### config.mk
export PLATFORM = sky130hd
export DESIGN_NAME = pio_ball_detect
export DESIGN_NICKNAME = d
export VERILOG_FILES = /design/src/rtl/pio_ball_detect.sv
export SDC_FILE = /design/constraint.sdc
export NUM_CORES = 1
export LEC_CHECK = 0
export BUFFER_PORTS_ARGS = -buffer_cell sky130_fd_sc_hd__buf_2
export CORE_MARGIN = 3
export CORE_UTILIZATION = 59
export DETAILED_ROUTE_END_ITERATION = 12
export HOLD_SLACK_MARGIN = 0.15
export PLACE_DENSITY = 0.84
export SYNTH_ARGS = -nofsm -noshare
export SYNTH_HDL_FRONTEND = slang
export SYNTH_SLANG_ARGS = --single-unit
### constraint.sdc
create_clock -name clk -period 5.7 [get_ports clk]
set_input_delay 0.57 -clock clk [delete_from_list [all_inputs] [get_ports clk]]
set_output_delay 0.57 -clock clk [all_outputs]
set_load 0.02 [all_outputs]
### src/rtl/pio_ball_detect.sv
// pio_ball_detect: synchronised, debounced ball-sensor input port with edge capture and maskable irq
module pio_ball_detect #(
    parameter logic [15:0] DEBOUNCE_DEFAULT = 16'd50
) (
    input  logic        clk,
    input  logic        reset_n,
    input  logic [1:0]  address,
    input  logic        chipselect,
    input  logic        write_n,
    input  logic [15:0] writedata,
    input  logic        in_port,
    output logic [15:0] readdata,
    output logic        irq
);
    logic        s1, s2, stable;
    logic [15:0] cnt, thr;
    logic [1:0]  mask, edge_cap;
    logic        wr, settle, rise, fall;

    assign wr     = chipselect & ~write_n;
    assign settle = (s2 != stable) && (cnt >= thr);
    assign rise   = settle & s2;
    assign fall   = settle & ~s2;
    assign irq    = |(edge_cap & mask);

    // two-flop synchroniser for the asynchronous sensor line
    always_ff @(posedge clk or negedge reset_n) begin
        if (!reset_n) begin
            s1 <= 1'b0;
            s2 <= 1'b0;
        end else begin
            s1 <= in_port;
            s2 <= s1;
        end
    end

    // debounce: stable follows s2 only after it has differed for more than thr compares
    always_ff @(posedge clk or negedge reset_n) begin
        if (!reset_n) begin
            stable <= 1'b0;
            cnt    <= 16'd0;
        end else begin
            stable <= settle ? s2 : stable;
            cnt    <= (s2 == stable || settle) ? 16'd0 : cnt + {15'd0, cnt != 16'hFFFF};
        end
    end

    // bus-writable configuration and edge capture; a new edge beats a same-cycle W1C
    always_ff @(posedge clk or negedge reset_n) begin
        if (!reset_n) begin
            thr      <= DEBOUNCE_DEFAULT;
            mask     <= 2'b00;
            edge_cap <= 2'b00;
        end else begin
            thr      <= (wr && address == 2'd1) ? writedata : thr;
            mask     <= (wr && address == 2'd2) ? writedata[1:0] : mask;
            edge_cap <= (edge_cap & ~((wr && address == 2'd3) ? writedata[1:0] : 2'b00)) | {fall, rise};
        end
    end

    // zero-latency read mux
    always_comb begin
        readdata = address == 2'd0 ? {15'd0, stable} :
                   address == 2'd1 ? thr :
                   address == 2'd2 ? {14'd0, mask} : {14'd0, edge_cap};
    end
endmodule

==> summary.md <==
| Metric | Value |
|---|---|
| 1st-pass router iterations | 4 |
| Switching power | 0.1867 mW |
| TritonCTS clock tree | built |
| Number of antenna violations at the first check in global routing | 0 |
| DIE WIDTH | 66.55 microns |
| DR vias | 1,661 |
| Sw Ratio | 28.26% |
| Total gr overflow | 0 |
| Clk sinks | 39 |
| Static leakage | 1.248 nW |
| Flop and latch count out of synthesis | 39 |
| Nets | 311 |
| Setup ws final | 3.277 ns |
| Flop2flop setup slack | 3.28 ns |
| Placed Instances | 309 |
| Finished Layout Cells | 317 |
| Largest stage delay on the critical path | 0.52 ns |
| Most common cell after layout, fill and taps aside | buf_2 |
| Relative slew slack | 44.13% |
| First-pass GRT wire length | 7141 microns |
| Synth warnings | 0 |
| Req. time, crit path | 5.87 ns |
| Post-Syn Area | 0.002163 sq mm |
| Critical path class | reg -> reg |
| Post-CTS resize count | 0 |
| Via density | 5.240 |
| Design area | 0.002499 sq mm |
| CTS root buffer | clkbuf_8 |
| Final wirelength | 4021 microns |
| Final GP Congestion | 0.8096 |
| CTS Buffer Depth | 2 |
| Setup Viol. Count Final | 0 |
| Die area | 0.004429 sq mm |
| Net count after synthesis | 269 |
| Reg power frac | 49.4% |
| Register area share after synthesis | 45.29% |
| Min Hold Slack | 0.3528 ns |
| Cells after Synth | 228 |
| Largest net degree at the start of global routing | 40 |
| Port Buffer Count | 39 |
| Avg Synthesized Cell Area | 9.488 sq um |
| Gr usage total | 21.51% |
| Die H | 66.55 microns |
| CP endpoint kind | register |
| Final max-slew violation count | 0 |
| Pre-CTS setup slack | 3.315 ns |
| Detailed Place HPWL | 3129 microns |
| Max Cap Viol | 0 |
| Fin Setup TNS | 0 ns |
| CP startpoint kind | register |
| Skew final | 0.004394 ns |
| Final period util | 42.51% |
| Hold Path Class | reg -> reg |
| Tot Pwr | 0.6608 mW |
| VDD IR max | 0.2275 mV |
| Share of layout cells above drive strength 1 | 21.40% |
| RSZ-0062 raised after global routing | false |
| Status | finished clean |
| Clock Pin Slew Worst Setup and Hold Paths | 0.07 ns |
| Most frequent cells in the layout | 39 x buf_2, 36 x dfrtp_1, 31 x nand2_1, 22 x inv_1, 22 x nor2_1 |
| Initial Util | 62.85% |
| Hold Fails Final Rpt | 0 |
| Std-Cell Rows | 21 |
| Diodes inserted | 0 |
| Fin crit period | 2.423 ns |
| Setup repair bufs after CTS | 0 |
| Post-route core utilization | 72.59% |
| Total CTS buffers | 5 |
| Cell variety after synth | 34 |
| Pint | 0.4741 mW |
| CP max stage cell | or4_1 |
| Area grow syn2layout | 15.50% |
| Measured slew at the worst slew-check pin | 0.8381 ns |
| Post-synth top area share | 41.64% |
| Hold buffers post-CTS | 0 |
| DRC | 0 |
| Worst skew pair latency | 0.29 ns |
| Synth area leader | dfrtp_1 |
| DRT iter0 DRCs | 83 |
| Clock share of power | 30.6% |
| Max Freq | 412.7 MHz |
| Pwr dens | 264.5 mW/mm^2 |
| Top cells by area, synth | dfrtp_1 42%, ha_1 10%, nand2_1 5.4%, o21ai_0 4.4%, and2_1 4.0% |
| Logic pwr share | 20.0% |
| Top Ports | 40 |
| Dpl cell area | 0.002395 sq mm |
| # H-tree levels | 2 |
| Crit path cell chain | and4_1, nand2_1, or4_1, ha_1, ha_1, inv_1, nor2_1, and3_1, xnor2_1, nor2_1 |
| Final ANT Viol Nets | 0 |
| Arrival time worst endpoint | 2.60 ns |
| Core area | 0.003442 sq mm |
| CP Max Fanout | 6 |
| Vias in the first global route | 1,563 |
| Routed WL per cell | 12.68 microns |
==> critical path, delay by kind of cell (launching register included) <==
family	cells	cell delay, ns
flops	1	0.44
xor+xnor	1	0.14
fa+ha+maj	2	0.46
buf+inv	1	0.09
simple gates	6	1.17
==> final cells by class <==
cell class | instances | area (sq um)
clock inverter | 1 | 7.507
sequential | 39 | 979.7
multi-input combinational | 162 | 1072
inverter | 22 | 82.58
tap | 46 | 57.56
clock buffer | 7 | 96.34
timing repair buffer | 40 | 202.7
fill | 263 | 943.4
==> power groups by stage <==
| stage | Clock [mW] | Sequential, mW | Combinational, mW |
|---|---|---|---|
| after floorplan | 0 | 0.327 | 0.0922 |
| final | 0.202 | 0.327 | 0.132 |
| after global routing | 0.219 | 0.330 | 0.153 |
| after global placement | 0 | 0.330 | 0.128 |
| after detailed placement | 0 | 0.332 | 0.132 |
| after CTS | 0.208 | 0.326 | 0.133 |
==> registers in the layout, summed over array words and instances, names as in the netlist <==
signal    count
s2            1
mask          2
stable        1
cnt          16
s1            1
thr          16
edge_cap      2
==> path summary, 6_finish.rpt <==
kind | startpoint | cells after the start | to
setup reg to reg | cnt[10] | 10 | cnt[8]
hold / removal | s1 | 0 | s2
setup / recovery | cnt[10] | 10 | cnt[8]
hold reg to reg | s1 | 0 | s2
min in group asynchronous | reset_n | 1 | mask[1]
max in group asynchronous | reset_n | 1 | cnt[1]
==> cells in the mapped netlist <==
cell type,n
xor2_1,10
xnor2_1,5
and4_1,1
mux2i_1,1
nand3_1,7
nand4_4,1
nor2b_1,2
a211oi_1,1
ha_1,18
inv_1,22
or3_1,1
dfrtp_1,36
buf_6,1
a2111o_1,1
a22o_1,1
nor3_1,4
nand4_2,1
nand2b_4,1
or4_1,1
and2_0,1
mux4_2,1
clkbuf_1,2
and2_1,14
nand4_1,5
nand2_1,31
a21oi_1,5
and3_1,2
a22oi_1,1
o21ai_0,19
nor2_1,22
buf_2,2
a32o_1,2
mux2_2,3
dfstp_2,3
==> metal layers <==
layer  GRT usage [%]  routed length [microns]  vias to the layer above
met5               0                        0                        -
met4           5.330                       40                        0
met3           5.228                      258                        5
met2           33.17                     1773                       43
met1           30.45                     1948                      766
li1                -                        -                      847
==> cells by family (layout without fill, tap and decap cells) <==
logic type                 Yosys count  in the layout  synth area share, %
AOI/OAI and AO/OA                   30             30                8.097
xor gates and xnor gates            15             15                6.073
adders and majority gates           18             18                10.41
buffers and inverters               27             70                5.148
DFF                                 39             39                45.29
muxes                                5              5                3.065
and+or+nand+nor                     94             94                21.92
(Power assumes the default switching activity.)
